[src/rtl/zc_pkg.sv]
// Shared zero-counting helpers and width constants for datapath blocks.
// Functions take a 64-bit word plus its live width, so one copy serves every WIDTH.
package zc_pkg;

    localparam int ZC_WIDTH = 8;
    localparam int ZC_MAX_W = 64;

    function automatic int clog2w(input int width);
        return $clog2(width + 1);
    endfunction

    function automatic logic [6:0] count_zeros(input logic [ZC_MAX_W-1:0] d, input int w);
        logic [6:0] n;
        n = '0;
        for (int i = 0; i < ZC_MAX_W; i++) begin
            if (i < w && !d[i]) n = n + 7'd1;
        end
        return n;
    endfunction

    function automatic logic [6:0] lead_zeros(input logic [ZC_MAX_W-1:0] d, input int w);
        logic [6:0] n;
        logic       hit;
        n   = '0;
        hit = 1'b0;
        for (int i = ZC_MAX_W - 1; i >= 0; i--) begin
            if (i < w && !hit) begin
                if (d[i]) hit = 1'b1;
                else      n   = n + 7'd1;
            end
        end
        return n;
    endfunction

    function automatic logic [6:0] trail_zeros(input logic [ZC_MAX_W-1:0] d, input int w);
        logic [6:0] n;
        logic       hit;
        n   = '0;
        hit = 1'b0;
        for (int i = 0; i < ZC_MAX_W; i++) begin
            if (i < w && !hit) begin
                if (d[i]) hit = 1'b1;
                else      n   = n + 7'd1;
            end
        end
        return n;
    endfunction

endpackage

[src/rtl/zero_count_reg.sv]
// Output register bank for the zero counter: load-enabled counts and flags,
// free-running valid, all cleared asynchronously by rst_n.
module zero_count_reg #(
    parameter int CW = 4
) (
    input  logic          clk,
    input  logic          rst_n,
    input  logic          en_i,
    input  logic [CW-1:0] zc_d,
    input  logic [CW-1:0] lzc_d,
    input  logic [CW-1:0] tzc_d,
    input  logic          az_d,
    input  logic          ao_d,
    output logic [CW-1:0] zc_o,
    output logic [CW-1:0] lzc_o,
    output logic [CW-1:0] tzc_o,
    output logic          az_o,
    output logic          ao_o,
    output logic          vld_o
);

    logic [CW-1:0] zc_q, lzc_q, tzc_q;
    logic          az_q, ao_q, vld_q;

    always_ff @(posedge clk or negedge rst_n) begin
        if (!rst_n) begin
            zc_q  <= '0;
            lzc_q <= '0;
            tzc_q <= '0;
            az_q  <= 1'b0;
            ao_q  <= 1'b0;
        end else if (en_i) begin
            zc_q  <= zc_d;
            lzc_q <= lzc_d;
            tzc_q <= tzc_d;
            az_q  <= az_d;
            ao_q  <= ao_d;
        end
    end

    // Valid follows the enable every edge, independent of the load.
    always_ff @(posedge clk or negedge rst_n) begin
        if (!rst_n) vld_q <= 1'b0;
        else        vld_q <= en_i;
    end

    assign zc_o  = zc_q;
    assign lzc_o = lzc_q;
    assign tzc_o = tzc_q;
    assign az_o  = az_q;
    assign ao_o  = ao_q;
    assign vld_o = vld_q;

endmodule

[src/rtl/zero_count_function.sv]
// Zero-bit population counter: combinational count plus a registered copy
// with leading/trailing zero counts and all-zero/all-one flags.
module zero_count_function
    import zc_pkg::*;
#(
    parameter  int WIDTH = ZC_WIDTH,
    localparam int CW    = clog2w(WIDTH)
) (
    input  logic             clk,
    input  logic             rst_n,
    input  logic [WIDTH-1:0] data,
    input  logic             in_valid,
    output logic [CW-1:0]    out,
    output logic [CW-1:0]    out_q,
    output logic [CW-1:0]    lzc_q,
    output logic [CW-1:0]    tzc_q,
    output logic             all_zero,
    output logic             all_one,
    output logic             out_valid
);

    logic [ZC_MAX_W-1:0] data_ext;
    logic [CW-1:0]       zc_c, lzc_c, tzc_c;

    assign data_ext = ZC_MAX_W'(data);
    // CW holds WIDTH exactly, so the truncation never drops a set bit.
    assign zc_c  = CW'(count_zeros(data_ext, WIDTH));
    assign lzc_c = CW'(lead_zeros(data_ext, WIDTH));
    assign tzc_c = CW'(trail_zeros(data_ext, WIDTH));
    assign out   = zc_c;

    zero_count_reg #(.CW(CW)) u_reg (
        .clk   (clk),
        .rst_n (rst_n),
        .en_i  (in_valid),
        .zc_d  (zc_c),
        .lzc_d (lzc_c),
        .tzc_d (tzc_c),
        .az_d  (zc_c == CW'(WIDTH)),
        .ao_d  (zc_c == '0),
        .zc_o  (out_q),
        .lzc_o (lzc_q),
        .tzc_o (tzc_q),
        .az_o  (all_zero),
        .ao_o  (all_one),
        .vld_o (out_valid)
    );

endmodule

[config.mk]
export PLATFORM = sky130hd
export DESIGN_NAME = zero_count_function
export DESIGN_NICKNAME = d
export VERILOG_FILES = /design/src/rtl/zc_pkg.sv /design/src/rtl/zero_count_reg.sv /design/src/rtl/zero_count_function.sv
export SDC_FILE = /design/constraint.sdc
export NUM_CORES = 1
export LEC_CHECK = 0
export ABC_AREA = 1
export BUFFER_PORTS_ARGS = -buffer_cell sky130_fd_sc_hd__buf_2
export CAP_MARGIN = 20
export CORE_MARGIN = 2
export CORE_UTILIZATION = 30
export CTS_BUF_LIST = sky130_fd_sc_hd__clkbuf_4 sky130_fd_sc_hd__clkbuf_8
export DETAILED_ROUTE_END_ITERATION = 10
export HOLD_SLACK_MARGIN = 0.12
export PLACE_DENSITY_LB_ADDON = 0.12
export SLEW_MARGIN = 30
export SYNTH_ARGS = -nofsm -noshare
export SYNTH_HDL_FRONTEND = slang
export SYNTH_SLANG_ARGS = --single-unit
[constraint.sdc]
create_clock -name clk -period 6.75 [get_ports clk]
set_input_delay 0.675 -clock clk [delete_from_list [all_inputs] [get_ports clk]]
set_output_delay 0.675 -clock clk [all_outputs]
set_load 0.1 [all_outputs]
## After elaboration in Yosys (flattened, before gate mapping)

Cells that the tools add are included.

| word-level totals | value |
|---|---|
| bits in registers | 15 |
| word-level logic and storage cells | 84 |

| operators by class | value |
|---|---|
| add/subtract/negate cells | 20 |
| equality and inequality tests | 1 |
| mux-type cells | 56 |
| reductions and logical operators | 1 |

Operator list:

| kind | number |
|---|---|
| 2-to-1 mux 4 bit | 31 |
| adder 4 x 1 -> 4 bit, second input constant | 17 |
| 2-to-1 mux 1 bit | 22 |
| 2-to-1 mux 2 bit | 3 |
| adder 1 x 1 -> 2 bit, second input constant | 2 |
| == test 4 bit, second input constant | 1 |
| zero test 4 bit | 1 |
| adder 2 x 1 -> 3 bit, second input constant | 1 |

## Logic depth before layout (Yosys ltp)

| depth | value |
|---|---|
| depth after elaboration | 22 |
| gate-level depth with buffers | 29 |
| depth with buffers taken out | 28 |

## Modules after synthesis

Synthesis repeated with hierarchy kept, for this count alone.

| unflattened totals | value |
|---|---|
| cell total of the unflattened synthesis | 331 |
| area total of the unflattened synthesis | 1,959.4 um^2 |

Modules (own cells, without submodules):

| module | instances | cells an instance | area an instance (um^2) | sequential area each (um^2) |
|---|---|---|---|---|
| zero_count_function | 1 | 271 | 1,403.8 | 0.0 |
| zero_count_reg | 1 | 60 | 555.5 | 375.4 |

## Worst setup path after synthesis

Ideal clock, no wire load.

| path | value |
|---|---|
| path type | input to output |
| start | in data[0] |
| end | out out[1] |
| arrival | 4.375 ns |
| data required time | 6.075 ns |
| slack | 1.700 ns |
| stages | 26 |
| buffers on the path | 1 |
| cell sequence | inv_1 > ha_1 > buf_2 > inv_1 > nand2_1 > nand2_1 > inv_1 > ha_1 > nand2_1 > nand2_1 > ha_1 > or2_2 > nand2_1 > inv_1 > ha_1 > nand2_1 > nand2_1 > ha_1 > nor2_1 > inv_1 > nand2_1 > inv_1 > ha_1 > or2_2 > nand2_1 > inv_1 |

| on the way | value |
|---|---|
| word-level cells in the longest chain between the ends | 15 |

RTL lines:

| element | RTL line | source |
|---|---|---|
| from (decl) | zero_count_function.sv:11 | `input logic [WIDTH-1:0] data,` |
| 2-to-1 mux 1 bit (*) | zc_pkg.sv:16 | `if (i < w && !d[i]) n = n + 7'd1;` |
| adder 1 x 1 -> 2 bit | zc_pkg.sv:16 |  |
| 2-to-1 mux 2 bit (*) | zc_pkg.sv:16 |  |
| adder 4 x 1 -> 4 bit | zc_pkg.sv:16 |  |
| 2-to-1 mux 4 bit (*) | zc_pkg.sv:16 |  |
| adder 4 x 1 -> 4 bit | zc_pkg.sv:16 |  |
| 2-to-1 mux 4 bit (*) | zc_pkg.sv:16 |  |
| adder 4 x 1 -> 4 bit | zc_pkg.sv:16 |  |
| 2-to-1 mux 4 bit (*) | zc_pkg.sv:16 |  |
| adder 4 x 1 -> 4 bit | zc_pkg.sv:16 |  |
| 2-to-1 mux 4 bit (*) | zc_pkg.sv:16 |  |
| adder 4 x 1 -> 4 bit | zc_pkg.sv:16 |  |
| 2-to-1 mux 4 bit (*) | zc_pkg.sv:16 |  |
| adder 4 x 1 -> 4 bit | zc_pkg.sv:16 |  |
| 2-to-1 mux 4 bit (*) | zc_pkg.sv:16 |  |
| to (decl) | zero_count_function.sv:13 | `output logic [CW-1:0] out,` |

Every way passes the cells marked *; elsewhere a longest branch is shown, timed or not.

## Worst setup path in the final report

Same ends and word-level chain as after synthesis.

==> impl_metrics.prom <==
# TYPE chip_impl_metric gauge
chip_impl_metric{name="die-width",unit="µm"} 85.18
chip_impl_info{name="path_class",value="in -> out"} 1
chip_impl_metric{name="floorplan.die_area",unit="µm²"} 7255
chip_impl_metric{name="boundaryPins",unit=""} 30
chip_impl_metric{name="post_cts.resized_instances",unit=""} 0
chip_impl_metric{name="ctsHtreeMaxLevel",unit=""} 1
chip_impl_metric{name="grt_use_met2",unit="%"} 24.86
chip_impl_metric{name="synthCells",unit=""} 342
chip_impl_metric{name="layout_setup_ws",unit="ns"} 1.387
chip_impl_metric{name="cts.repair_timing.setup_buffer_count",unit=""} 0
chip_impl_metric{name="design.final.nets",unit=""} 398
chip_impl_metric{name="max-cap-violations",unit=""} 0
chip_impl_metric{name="timing.final.crit_period",unit="ns"} 5.363
chip_impl_metric{name="setup_tns",unit="ns"} 0
chip_impl_metric{name="hold_viol",unit=""} 0
chip_impl_metric{name="worst_pin_slew",unit="ns"} 0.5001
chip_impl_metric{name="critPathRequiredTime",unit="ns"} 6.07
chip_impl_metric{name="drt-wirelength-per-cell",unit="µm"} 11.06
chip_impl_metric{name="die_height",unit="µm"} 85.18
chip_impl_metric{name="min_period_over_period",unit="%"} 79.45
chip_impl_info{name="min_path_type",value="in -> async"} 1
chip_impl_info{name="cts.root.buffer_cell",value="clkbuf_8"} 1
chip_impl_metric{name="hpwlAfterDp",unit="µm"} 4199
chip_impl_info{name="post-synth-top-area-cell",value="nand2_1"} 1
chip_impl_metric{name="report.final.setup_viol",unit=""} 0
chip_impl_metric{name="first_pass_grt_wire_length",unit="µm"} 8997
chip_impl_metric{name="powerDensity",unit="nW/µm²"} 197.6
chip_impl_metric{name="switching_component_of_the_power",unit="W"} 0.0002411
chip_impl_info{name="cp-startpoint",value="data[0]"} 1
chip_impl_metric{name="cts_inserted_buffers",unit=""} 3
chip_impl_metric{name="flow.area_growth_from_synthesis",unit="%"} 12.66
chip_impl_metric{name="drt_pre_antenna_iters",unit=""} 4
chip_impl_info{name="ys_dominant_reg_cell",value="dfrtp_1"} 1
chip_impl_metric{name="seqPwrFrac",unit="%"} 23.7
chip_impl_metric{name="total_global_routing_track_utilization",unit="%"} 14.80
chip_impl_metric{name="placement.io_buffers",unit=""} 29
chip_impl_metric{name="route.detailed.vias_per_inst",unit=""} 4.565
chip_impl_metric{name="power.leakage",unit="nW"} 1.323
chip_impl_metric{name="wirelength",unit="µm"} 4933
chip_impl_metric{name="synth-seq-cells",unit=""} 15
chip_impl_metric{name="floorplan.rows",unit=""} 29
chip_impl_info{name="endpoint_kind",value="output port"} 1
chip_impl_metric{name="finalWeightedCongestion",unit=""} 0.7786
chip_impl_metric{name="syn_nets",unit=""} 370
chip_impl_metric{name="antenna_cells_inserted",unit=""} 0
chip_impl_metric{name="grt.met1_usage",unit="%"} 21.09
chip_impl_metric{name="remaining_drc_errors",unit=""} 0
chip_impl_metric{name="hold_buf_cts",unit=""} 0
chip_impl_metric{name="power",unit="W"} 0.0004400
chip_impl_metric{name="synthesis.area",unit="µm²"} 1977
chip_impl_metric{name="vias_in_the_first_global_route",unit=""} 1953
chip_impl_metric{name="clockPowerShare",unit="%"} 17.0
chip_impl_info{name="status",value="finished clean"} 1
chip_impl_metric{name="cell_internal_pwr",unit="W"} 0.0001989
chip_impl_metric{name="drive_above_1_share",unit="%"} 16.80
chip_impl_metric{name="switching_share",unit="%"} 54.80
chip_impl_metric{name="largest_net_degree_at_the_start_of_global_routing",unit=""} 18
chip_impl_info{name="synth.area.top_cells",value="nand2_1 (24%), dfrtp_1 (19%), ha_1 (11%), nand3_1 (11%), inv_1 (8.9%)"} 1
chip_impl_metric{name="grt_antenna_before_repair",unit=""} 0
chip_impl_metric{name="async_flop_share",unit="%"} 100.0
chip_impl_metric{name="drt_iter0_drcs",unit=""} 116
chip_impl_metric{name="post_synth.cell_area_avg",unit="µm²"} 5.780
chip_impl_info{name="cts_tree",value="yes"} 1
chip_impl_info{name="globalRoute.busiestLayer",value="met2"} 1
chip_impl_metric{name="area_of_the_core",unit="µm²"} 6350
chip_impl_metric{name="clock_latency",unit="ns"} 0.24
chip_impl_metric{name="fillers",unit=""} 724
chip_impl_metric{name="antenna_violating_nets_post_route",unit=""} 0
chip_impl_metric{name="synth_warnings",unit=""} 0
chip_impl_metric{name="fmax",unit="GHz"} 0.1865
chip_impl_metric{name="instances_no_fill",unit=""} 446
chip_impl_info{name="reg2reg_from",value="u_reg.zc_o[1]"} 1
chip_impl_metric{name="clk_pin_slew_worst_paths",unit="ns"} 0.06
chip_impl_metric{name="cts.sinks",unit=""} 15
chip_impl_metric{name="clock_path_buffers",unit=""} 2
chip_impl_metric{name="timing.max_slew.rel_slack",unit="%"} 66.30
chip_impl_metric{name="ys_types",unit=""} 33
chip_impl_metric{name="irDropWorstVdd",unit="mV"} 0.1806
chip_impl_metric{name="max_slew_vio_count",unit=""} 0
chip_impl_metric{name="setup_ws_pre_cts",unit="ns"} 1.377
chip_impl_metric{name="synth_enable_flop_cells",unit=""} 0
chip_impl_metric{name="post-synth-top-area-fraction",unit="%"} 23.54
chip_impl_metric{name="initial_utilization",unit="%"} 31.13
chip_impl_metric{name="grt_overflow_total",unit=""} 0
chip_impl_metric{name="power.share.combinational",unit="%"} 59.2
chip_impl_metric{name="worst-endpoint-arrival",unit="ns"} 4.69
chip_impl_metric{name="global_route.usage.met3",unit="%"} 1.265
chip_impl_metric{name="post-place-cells",unit=""} 442
chip_impl_metric{name="dr_total_vias",unit=""} 2036
chip_impl_metric{name="timing.critical_path.fanout_max",unit=""} 9
chip_impl_metric{name="clock_skew",unit="ns"} 0
chip_impl_info{name="timing.critical_path.from_type",value="input pin"} 1
chip_impl_metric{name="yosysSeqAreaShare",unit="%"} 18.99
chip_impl_info{name="grt_setup_unrepaired",value="false"} 1
-- through the flow --
step | utilization [%] | instance area (µm²) | hold slack (ns)
final | 35.07 | 2227 | 0.3255
after global routing | 35.07 | 2227 | 0.3581
after CTS | 35.07 | 2227 | 0.3370
after detailed placement | 34.31 | 2178 | 0.4605
after global placement | 34.31 | 2178 | 0.4616
after floorplan | - | 1977 | 0.3794
-- synthesized netlist by cell type (2+ instances only) --
library cell,count
nand3_2,2
ha_1,17
inv_1,47
nand2_2,7
a21oi_1,5
dfrtp_1,15
buf_2,2
or2_2,4
nand3_1,42
nand4_1,3
o211ai_1,3
nand2_1,124
nand3b_1,2
nor2_1,26
a31oi_1,2
o21ai_1,5
nor2_2,5
buf_4,2
o21ai_0,8
inv_2,8
-- per-layer routing --
metal	vias up	part of all wire, %
met5	-	0
met4	0	0.69
met3	6	2.7
met2	32	45
met1	861	52
li1	1137	-
-- registers in the layout (all words and copies together) (netlist names) --
name and flops:
u_reg.az_o 1, u_reg.zc_o 4, u_reg.ao_o 1, u_reg.tzc_o 4, u_reg.lzc_o 4, u_reg.vld_o 1
-- final timing paths --
| path | slack (ns) | end | depth (start not counted) |
|---|---|---|---|
| setup / recovery | 1.39 | out[1] | 27 |
| hold / removal | 0.33 | u_reg.ao_o | 1 |
| setup reg to reg | 6.09 | u_reg.zc_o[1] | 2 |
| hold reg to reg | 0.47 | u_reg.tzc_o[3] | 2 |
| max in group asynchronous | 6.18 | u_reg.tzc_o[1] | 1 |
| min in group clk | 0.47 | u_reg.tzc_o[3] | 2 |
-- power by group through the flow --
| stage | Clock, W | Combinational, W | Sequential (W) |
|---|---|---|---|
| floorplan | 0 | 0.000143 | 0.000179 |
| global placement | 0 | 0.000262 | 0.000106 |
| detailed placement | 0 | 0.000262 | 0.000106 |
| CTS | 0.0000777 | 0.000263 | 0.000105 |
| global route | 0.0000808 | 0.000288 | 0.000106 |
| finish | 0.0000749 | 0.000261 | 0.000104 |
-- area by class of cell --
cell class / count / area [µm²] / share of cell area (%)
inverter: 56 / 211.5 / 9.494
sequential: 15 / 375.4 / 16.85
timing repair buffer: 29 / 145.1 / 6.517
clock buffer: 4 / 48.80 / 2.191
tap: 77 / 96.34 / 4.326
multi-input combinational: 265 / 1350 / 60.62
-- critical path, cell delays in order --
cell and delay [ns]:
buf_2 0.14, inv_1 0.09, ha_1 0.31, inv_1 0.14
nand2_1 0.07, nand2_1 0.06, inv_1 0.04, ha_1 0.29
nand2_1 0.09, nand2_1 0.07, ha_1 0.30, or2_2 0.28
nand2_1 0.09, inv_1 0.04, ha_1 0.29, nand2_1 0.07
nand2_1 0.07, ha_1 0.31, nor2_1 0.10, inv_1 0.04
nand2_1 0.07, inv_1 0.05, ha_1 0.27, or2_2 0.27
nand2_1 0.12, inv_1 0.05, buf_2 0.28
-- logic make-up (layout without fill, tap and decap cells) --
family	Yosys count	in the layout	synth area share [%]
compound gates	27	27	7.785
xor+xnor	3	3	1.709
fa+ha+maj	17	17	10.76
buf+inv	62	89	12.72
flops	15	15	18.99
simple gates	218	218	48.04
-- cells in the final DEF (no fill, tap or decap), types with 7 or more instances in the layout --
| cell | count |
|---|---|
| nand2_1 | 124 |
| dfrtp_1 | 15 |
| buf_2 | 29 |
| inv_2 | 8 |
| nand3_1 | 42 |
| ha_1 | 17 |
| inv_1 | 47 |
| o21ai_0 | 8 |
| nand2_2 | 7 |
| nor2_1 | 26 |
Note: power is estimated with default switching activity, not from simulation.
